<file path="src/rtl/pipe_pkg.sv">
// Shared constants and types for the two-entry skid pipeline stage.
// Holds default widths, occupancy encodings and the per-cycle action decode.
package pipe_pkg;

  localparam int DEF_DATA_W = 32;
  localparam int DEF_CNT_W  = 32;

  localparam logic [1:0] OCC_EMPTY = 2'd0;
  localparam logic [1:0] OCC_ONE   = 2'd1;
  localparam logic [1:0] OCC_FULL  = 2'd2;

  // One mutually exclusive update per edge; the order of tests sets priority.
  typedef enum logic [2:0] {
    ACT_HOLD,
    ACT_LOAD_HEAD,
    ACT_LOAD_SKID,
    ACT_MOVE,
    ACT_RETIRE,
    ACT_FLUSH
  } act_e;

  function automatic act_e decode_action(
    input logic flush,
    input logic accept,
    input logic drain,
    input logic head_valid,
    input logic skid_valid
  );
    act_e act;
    if (flush)                            act = ACT_FLUSH;
    else if (drain && skid_valid)         act = ACT_MOVE;
    else if (accept && (!head_valid || drain)) act = ACT_LOAD_HEAD;
    else if (accept)                      act = ACT_LOAD_SKID;
    else if (drain)                       act = ACT_RETIRE;
    else                                  act = ACT_HOLD;
    return act;
  endfunction

endpackage

</file>
<file path="src/rtl/pipe_perf_cnt.sv">
// Saturating up-counter with enable; sticks at all-ones once reached.
// Synchronous active-low reset.
module pipe_perf_cnt #(
  parameter int CNT_W = 32
) (
  input  logic             clk,
  input  logic             rst_n,
  input  logic             en,
  output logic [CNT_W-1:0] cnt
);

  always_ff @(posedge clk) begin
    if (!rst_n)
      cnt <= '0;
    else if (en && (cnt != '1))
      cnt <= cnt + 1'b1;
  end

endmodule

</file>
<file path="src/rtl/pipe_skid_stage.sv">
// Two-entry (head + skid) pipeline stage with registered in_allow and flush.
// Define PIPE_SKID_PERF_EN to add the stall_cnt / bubble_cnt performance counters.
module pipe_skid_stage
  import pipe_pkg::*;
#(
  parameter int DATA_W = DEF_DATA_W,
  parameter int CNT_W  = DEF_CNT_W
) (
  input  logic              clk,
  input  logic              rst_n,
  input  logic              validin,
  input  logic [DATA_W-1:0] in_data,
  output logic              in_allow,
  input  logic              pipe_ready_go,
  input  logic              out_allow,
  output logic              validout,
  output logic [DATA_W-1:0] out_data,
  input  logic              flush,
  output logic [1:0]        occupancy
`ifdef PIPE_SKID_PERF_EN
  ,
  output logic [CNT_W-1:0]  stall_cnt,
  output logic [CNT_W-1:0]  bubble_cnt
`endif
);

  logic              head_valid, skid_valid;
  logic [DATA_W-1:0] head_data, skid_data;

  logic              nxt_head_valid, nxt_skid_valid;
  logic [DATA_W-1:0] nxt_head_data, nxt_skid_data;

  logic accept, drain;
  act_e act;

  // in_allow comes straight from a flop, so nothing downstream reaches it.
  assign in_allow  = !skid_valid;
  assign validout  = head_valid && pipe_ready_go;
  assign out_data  = head_data;
  assign accept    = validin && in_allow && !flush;
  assign drain     = validout && out_allow;

  always_comb begin
    // NOTE: every always_comb output gets a default first so no path leaves it unassigned (no latch).
    nxt_head_valid = head_valid;
    nxt_skid_valid = skid_valid;
    nxt_head_data  = head_data;
    nxt_skid_data  = skid_data;
    act = decode_action(flush, accept, drain, head_valid, skid_valid);

    unique case (act)
      ACT_LOAD_HEAD: begin
        nxt_head_valid = 1'b1;
        nxt_head_data  = in_data;
      end
      ACT_LOAD_SKID: begin
        nxt_skid_valid = 1'b1;
        nxt_skid_data  = in_data;
      end
      ACT_MOVE: begin
        nxt_head_data  = skid_data;
        nxt_skid_valid = 1'b0;
      end
      ACT_RETIRE: nxt_head_valid = 1'b0;
      ACT_FLUSH: begin
        nxt_head_valid = 1'b0;
        nxt_skid_valid = 1'b0;
      end
      default: ;
    endcase
  end

  // NOTE: state uses non-blocking assignments so every flop samples pre-edge values.
  always_ff @(posedge clk) begin
    if (!rst_n) begin
      head_valid <= 1'b0;
      skid_valid <= 1'b0;
      // NOTE: data registers are reset too, so out_data reads 0 straight after reset.
      head_data  <= '0;
      skid_data  <= '0;
    end else begin
      head_valid <= nxt_head_valid;
      skid_valid <= nxt_skid_valid;
      head_data  <= nxt_head_data;
      skid_data  <= nxt_skid_data;
    end
  end

  always_comb begin
    unique case ({head_valid, skid_valid})
      2'b00:   occupancy = OCC_EMPTY;
      2'b11:   occupancy = OCC_FULL;
      default: occupancy = OCC_ONE;
    endcase
  end

`ifdef PIPE_SKID_PERF_EN
  logic stall_en, bubble_en;
  assign stall_en  = validout && !out_allow;
  assign bubble_en = !head_valid;

  pipe_perf_cnt #(.CNT_W(CNT_W)) u_stall_cnt (
    .clk   (clk),
    .rst_n (rst_n),
    .en    (stall_en),
    .cnt   (stall_cnt)
  );

  pipe_perf_cnt #(.CNT_W(CNT_W)) u_bubble_cnt (
    .clk   (clk),
    .rst_n (rst_n),
    .en    (bubble_en),
    .cnt   (bubble_cnt)
  );
`else
  localparam int unused_cnt_w = CNT_W;
`endif

endmodule
</file>
<file path="config.mk">
export PLATFORM = sky130hd
export DESIGN_NAME = pipe_skid_stage
export DESIGN_NICKNAME = d
export VERILOG_FILES = /design/src/rtl/pipe_pkg.sv /design/src/rtl/pipe_perf_cnt.sv /design/src/rtl/pipe_skid_stage.sv
export SDC_FILE = /design/constraint.sdc
export NUM_CORES = 1
export LEC_CHECK = 0
export BUFFER_PORTS_ARGS = -buffer_cell sky130_fd_sc_hd__buf_4
export CORE_MARGIN = 5
export CORE_UTILIZATION = 45
export CTS_CLUSTER_DIAMETER = 100
export DETAILED_ROUTE_END_ITERATION = 8
export GPL_TIMING_DRIVEN = 0
export PLACE_DENSITY = 0.8
export SLEW_MARGIN = 0
export SYNTH_ARGS = -nofsm -noshare
export SYNTH_HDL_FRONTEND = slang
export SYNTH_SLANG_ARGS = --single-unit
</file>
<file path="constraint.sdc">
create_clock -name clk -period 2.15 [get_ports clk]
set_clock_uncertainty 0.15 [all_clocks]
set_input_delay 0 -clock clk [delete_from_list [all_inputs] [get_ports clk]]
set_output_delay 0 -clock clk [all_outputs]
set_load 0.005 [all_outputs]
</file>
==> flow_summary.toml, run 1 <==
[run_status]
outcome = "completed"

[logic_synthesis]
synth.top_cells.by_count = "sky130_fd_sc_hd__nand2_1 (130), sky130_fd_sc_hd__dfxtp_1 (66), sky130_fd_sc_hd__a21boi_0 (32), sky130_fd_sc_hd__a31oi_1 (32), sky130_fd_sc_hd__o21ai_1 (28)"
synth_top_cell_area_share_pct = 49.5
synth.lib_cells_used.distinct = 23
yosysWarningCount = 0
synth_top_flop_cell = "sky130_fd_sc_hd__dfxtp_1"
ys_seq_area_share_pct = 49.5
synth_edf_count = 0
synth.avg_cell_area_sq_um = 7.94
asyncSetResetFlopFracSynth_pct = 0
synth_area_leader_cell = "sky130_fd_sc_hd__dfxtp_1"
yosys-top-cells-area = "sky130_fd_sc_hd__dfxtp_1 (50%), sky130_fd_sc_hd__nand2_1 (18%), sky130_fd_sc_hd__a21boi_0 (9.0%)"
post-synth-top-count-cell = "sky130_fd_sc_hd__nand2_1"
mappedNetlistArea_sq_um = 2670
synth.net_count = 375
synth_cells = 336
yosys_register_bits = 66

[clock_network]
clock_tree_from_tritoncts = "yes"
clk-insertion-delay-late_ns = 0.33
cts_buffers = 9
root_buffer = "sky130_fd_sc_hd__clkbuf_8"
cts_buffer_depth = 2
h-tree-depth = 3
cts.sinks = 66
clkTransAtPathRegs_ns = 0.07

[pwr]
power_density_nw_per_um2 = 711
vdd.ir_drop.worst_uv = 519
static_power_due_to_leakage_nw = 1.59

[min_path]
hold_class = "reg -> reg"

[global_routing]
first_global_vias = 2731
grtUsageMet1_pct = 25.8
groute.usage.overall_pct = 21.1
global_route.usage.met3_pct = 5.20
grt_most_used_layer = "met2"
grt_pass1_wl_mm = 12.5
grt.met2_usage_pct = 35.6
antenna_found_initial = 0
pin_count_of_the_biggest_net_entering_global_routing = 13
gr-total-overflow = 0

[sta]
final_period_minus_worst_setup_slack_ns = 1.90
pins_over_their_slew_limit = 0
fin_ws_ns = 0.248
max_freq_mhz = 526
setup_viol = 0
timing.slew.headroom_pct = 66.2
slew_at_the_pin_with_the_worst_max_slew_slack_ns = 0.505
setup_total_negative_slack_ns = 0
rsz0062_at_grt = "false"
hold_viol = 0
final.period_utilization_pct = 88.5

[critical_path]
worst_path_cell_with_the_longest_stage_delay = "sky130_fd_sc_hd__dfxtp_1"
critical-path-max-stage-delay_ns = 0.45
setup.worst_path.start_class = "flop"
reg2reg_setup_slack_ns = 0.25
setup.worst_path.end_class = "flop"
critPathKind = "reg -> reg"
arrival_ns = 1.96
cell_type_with_the_highest_occurrence_count_on_the_critical_path = "sky130_fd_sc_hd__clkbuf_1"
path_max_fanout = 10
crit_required_ns = 2.21
crit_chain = "nand3_2 > or3_1 > clkbuf_1 > clkbuf_1 > nand2_1 > a31oi_1"

[layout]
antennaDiodeCount = 0
filler_cell_count = 500
register_area_sq_um = 1320
share_of_the_core_filled_with_cells_pct = 66.8
instances_no_fill = 537
final_net_count = 497
final_layout_size_suffix_gt1_share_pct = 21.9
area_growth_pct = 46.4
stdcell_area_sq_um = 3910
area_of_combinational_cells_with_multiple_inputs_sq_um = 1210

[placed_design]
placement_cell_area_sq_um = 3310
dpl.cell_count = 484
placement.setup.worst_slack_ns = 0.250
placement.io_buffers = 73
place_congestion = 0.826
place_hpwl_mm = 4.76

[detailed_routing]
postRouteWirelength_mm = 7.46
drt_first_iter_violations = 142
detailedRoute.firstPassIterationCount = 4
route.detailed.vias_per_inst = 5.10
post-route-drc-count = 0
dr_total_vias = 2738
drtAntennaViolNets = 0
avgRoutedWirePerCell_microns = 13.9

[floorplan]
design.portCount = 74
fp-row-count = 28
placeableCoreArea_sq_um = 5850
floorplan.die_area_sq_um = 7570
die_h_microns = 87.0
dieWidth_microns = 87.0
floorplan.initialDensity_pct = 45.6

[flow_run]
cap_viol_max_count = 0
==> layout by cell type, fill, tap and decap left out, types with 2 or more instances in the layout <==
cell,count
sky130_fd_sc_hd__a21boi_0,32
sky130_fd_sc_hd__a21oi_1,2
sky130_fd_sc_hd__a31oi_1,32
sky130_fd_sc_hd__buf_2,6
sky130_fd_sc_hd__buf_4,73
sky130_fd_sc_hd__buf_6,3
sky130_fd_sc_hd__bufinv_16,2
sky130_fd_sc_hd__clkbuf_1,17
sky130_fd_sc_hd__clkbuf_8,9
sky130_fd_sc_hd__clkinvlp_4,3
sky130_fd_sc_hd__dfxtp_1,66
sky130_fd_sc_hd__dlygate4sd3_1,38
sky130_fd_sc_hd__nand2_1,130
sky130_fd_sc_hd__nor2_1,2
sky130_fd_sc_hd__o21ai_0,5
sky130_fd_sc_hd__o21ai_1,28
==> metal layers <==
metal / vias up / part of all wire [%]
met5: - / 0
met4: 0 / 2.0
met3: 14 / 6.4
met2: 88 / 50
met1: 1262 / 41
li1: 1374 / -
==> report_power, final <==
part,switching [mW],internal (mW),total (mW)
registers,0.0286,1.27,1.30
clock network,0.484,0.650,1.13
logic,0.144,0.198,0.341
==> flip-flops by register name, summed over array words and instances, names as in the netlist <==
signal      flops
out_data       32
skid_data      32
head_valid      1
skid_valid      1
==> metrics by stage <==
| step | power, mW | hold slack [ns] |
|---|---|---|
| 2_1_floorplan | 1.45 | -0.0341 |
| 3_3_place_gp | 1.61 | 0.120 |
| 3_5_place_dp | 1.62 | 0.126 |
| 4_1_cts | 2.79 | 0.318 |
| 5_1_grt | 2.91 | 0.316 |
| 6_report | 2.78 | 0.314 |
==> final cells by class <==
cell class	instances	area share (%)
plain buffers	27	3.40
flip-flops and latches	66	33.8
inverters	1	0.0961
well taps	75	2.40
repair buffers	111	23.8
clock inverters	6	2.34
multi-input cells	242	31.0
clock buffers	9	3.17
==> path summary, 6_finish.rpt <==
path,from,end,cells after the start
worst max-delay path,head_valid$_SDFFE_PN0P_,out_data[0]$_SDFFE_PN0P_,6
worst min-delay path,skid_data[15]$_SDFFE_PN0N_,skid_data[15]$_SDFFE_PN0N_,2
worst max register to register,head_valid$_SDFFE_PN0P_,out_data[0]$_SDFFE_PN0P_,6
worst min register to register,skid_data[15]$_SDFFE_PN0N_,skid_data[15]$_SDFFE_PN0N_,2
==> what timing repair did <==
item | CTS | global route
gates resized for setup | 0 | 2
setup endpoints to repair | 0 | 1
endpoints found under the hold margin | 66 | 0
buffers inserted | 0 | 0
hold buffers | 38 | 0
==> critical path: cells and delay by family (launching register included) <==
kind                   cells  cell delay (ns)
AO/OA/AOI/OAI              1             0.09
buffers and inverters      2             0.43
flip-flops                 1             0.45
AND/OR/NAND/NOR            3             0.66
==> logic make-up (layout without fill, tap and decap cells) <==
| group | after synthesis | after routing | share of synthesized area (%) |
|---|---|---|---|
| AND/OR/NAND/NOR | 141 | 141 | 21.1 |
| AO/OA/AOI/OAI | 100 | 100 | 23.8 |
| flip-flops | 66 | 66 | 49.5 |
| buffers and inverters | 28 | 154 | 5.07 |
| adder cells (fa/ha/maj) | 1 | 1 | 0.469 |
Note: power is estimated with default switching activity, not from simulation.
==> inputs of run 2 (changes only) <==
--- a/config.mk
+++ b/config.mk
@@ -11,7 +11,7 @@
 export CTS_CLUSTER_DIAMETER = 100
 export DETAILED_ROUTE_END_ITERATION = 8
 export GPL_TIMING_DRIVEN = 0
-export PLACE_DENSITY = 0.8
+export PLACE_DENSITY = 0.83
 export SLEW_MARGIN = 0
 export SYNTH_ARGS = -nofsm -noshare
 export SYNTH_HDL_FRONTEND = slang
==> constraint.sdc (replaced) <==
create_clock -name clk -period 1.6 [get_ports clk]
set_clock_uncertainty 0.15 [all_clocks]
set_input_delay 0 -clock clk [delete_from_list [all_inputs] [get_ports clk]]
set_output_delay 0 -clock clk [all_outputs]
set_load 0.005 [all_outputs]
==> flow_summary.toml, run 2 (synthesis results as in run 1) <==
[clock_network]
cts_buffer_depth = 2
clk-insertion-delay-late_ns = 0.34
clock_tree_from_tritoncts = "yes"
cts.sinks = 66
cts_buffers = 9
root_buffer = "sky130_fd_sc_hd__clkbuf_8"
h-tree-depth = 3
clkTransAtPathRegs_ns = 0.07

[run_status]
outcome = "complete, but fails checks"
violations_in_the_final_reports = "setup timing"

[floorplan]
die_h_microns = 87.0
floorplan.die_area_sq_um = 7570
placeableCoreArea_sq_um = 5850
fp-row-count = 28
design.portCount = 74
dieWidth_microns = 87.0
floorplan.initialDensity_pct = 45.6

[critical_path]
setup.worst_path.start_class = "flop"
kind_of_cell_adding_the_most_delay_to_the_critical_path = "compound AO/OA/AOI/OAI gates"
worst_path_cell_with_the_longest_stage_delay = "sky130_fd_sc_hd__dfxtp_4"
path_max_fanout = 10
arrival_ns = 1.79
worst-path-buf-inv = 2
setup.worst_path.end_class = "flop"
worst_r2r_path_depth = 6
crit_chain = "or2_4 > a211oi_4 > buf_12 > buf_8 > o21ai_1 > a31oi_1"
critical-path-max-stage-delay_ns = 0.38
critPathKind = "reg -> reg"
crit_required_ns = 1.71
path_depth = 6

[sta]
slew_at_the_pin_with_the_worst_max_slew_slack_ns = 0.449
fin_ws_ns = -0.0803
timing.slew.headroom_pct = 70.0
pins_over_their_slew_limit = 0
hold_viol = 0
setup_viol = 32
final_period_minus_worst_setup_slack_ns = 1.68
max_freq_mhz = 595
rsz0062_at_grt = "true"
final.period_utilization_pct = 105

[detailed_routing]
detailedRoute.firstPassIterationCount = 4
drtAntennaViolNets = 0
dr_total_vias = 2782
avgRoutedWirePerCell_microns = 14.6
route.detailed.vias_per_inst = 5.13
post-route-drc-count = 0
drt_first_iter_violations = 122
postRouteWirelength_mm = 7.93

[global_routing]
first_global_vias = 2835
grt_pass1_wl_mm = 13.1
gr-total-overflow = 0
pin_count_of_the_biggest_net_entering_global_routing = 12
antenna_found_initial = 0
groute.usage.overall_pct = 22.1

[min_path]
worstHoldPathCells = 2
hold_class = "reg -> reg"

[placed_design]
place_congestion = 0.827
place_hpwl_mm = 4.74
placement.io_buffers = 73
placement.setup.worst_slack_ns = -0.281

[pwr]
vdd.ir_drop.worst_uv = 649
static_power_due_to_leakage_nw = 1.70
power_density_nw_per_um2 = 975

[layout]
most_frequent_standard_cell_in_the_layout_excluding_fill_and_tap_cells = "sky130_fd_sc_hd__nand2_1"
final_layout_size_suffix_gt1_share_pct = 26.6
most-common-layout-cells = "sky130_fd_sc_hd__nand2_1 (130), sky130_fd_sc_hd__buf_4 (79), sky130_fd_sc_hd__dfxtp_1 (64), sky130_fd_sc_hd__dlygate4sd3_1 (37), sky130_fd_sc_hd__a31oi_1 (32)"
area_growth_pct = 54.5
share_of_the_core_filled_with_cells_pct = 70.4
final_net_count = 501
antennaDiodeCount = 0

[flow_run]
cap_viol_max_count = 0
==> run 2: changes by cell type in the layout (fill, tap and decap cells not counted), sizes merged <==
cell,change
buf,+7
bufinv,+1
clkbuf,+1
clkinvlp,-2
dlygate4sd3,-1
inv,-1
==> run 2: power by group <==
| group | switching (mW) | total, mW | internal, mW | leakage (nW) |
|---|---|---|---|---|
| clock network | 0.639 | 1.76 | 1.12 | 0.123 |
| registers | 0.0427 | 1.75 | 1.71 | 0.540 |
| logic | 0.207 | 0.503 | 0.296 | 1.04 |
==> run 2: what timing repair did <==
action | CTS | global route
buffers inserted | 2 | 3
endpoints found under the hold margin | 66 | 0
setup endpoints to repair | 62 | 62
pin swaps | 1 | 1
gates cloned | 0 | 1
hold buffers | 37 | 0
gates resized for setup | 25 | 24
==> run 2: worst min-delay path, cell delays in order (launching register included) <==
cell	delay [ns]
sky130_fd_sc_hd__dfxtp_1	0.31
sky130_fd_sc_hd__nand2_1	0.04
sky130_fd_sc_hd__a21boi_0	0.06
==> run 2: cell type report <==
cell class | count | area (sq um)
Clock buffer | 12 | 155
Tap cell | 75 | 93.8
Multi-Input combinational cell | 242 | 1240
Fill cell | 433 | 1730
Sequential cell | 66 | 1330
Timing Repair Buffer | 116 | 997
Clock inverter | 4 | 97.6
Buffer | 26 | 199
Inverter | 1 | 3.75
==> run 2: stage by stage <==
| step | instance area (sq um) | setup TNS [ns] | power, mW | hold WS (ns) | cells |
|---|---|---|---|---|---|
| global placement | 3310 | -7.70 | 2.16 | 0.122 | 484 |
| detailed placement | 3310 | -9.52 | 2.17 | 0.128 | 484 |
| finish | 4120 | -1.12 | 4.02 | 0.315 | 542 |
| floorplan | 2670 | 0 | 1.95 | -0.0341 | 336 |
| CTS | 4020 | -0.131 | 4.01 | 0.310 | 538 |
| global route | 4120 | -3.91 | 4.19 | 0.338 | 542 |
==> run 2: path summary, 6_finish.rpt <==
| kind | startpoint | endpoint | slack (ns) |
|---|---|---|---|
| worst max-delay path | head_valid$_SDFFE_PN0P_ | out_data[16]$_SDFFE_PN0P_ | -0.08 |
| worst min-delay path | skid_data[10]$_SDFFE_PN0N_ | skid_data[10]$_SDFFE_PN0N_ | 0.32 |
| worst min register to register | skid_data[10]$_SDFFE_PN0N_ | skid_data[10]$_SDFFE_PN0N_ | 0.32 |
| worst max register to register | head_valid$_SDFFE_PN0P_ | out_data[16]$_SDFFE_PN0P_ | -0.08 |
==> run 2: metal layers <==
layer  vias to the layer above  part of all wire (%)  global-route usage (%)
met5                         -                     0                       0
met4                         0                   2.2                    9.92
met3                        17                   4.8                    5.20
met2                        78                    50                    37.3
met1                      1301                    43                    26.6
li1                       1386                     -                       -
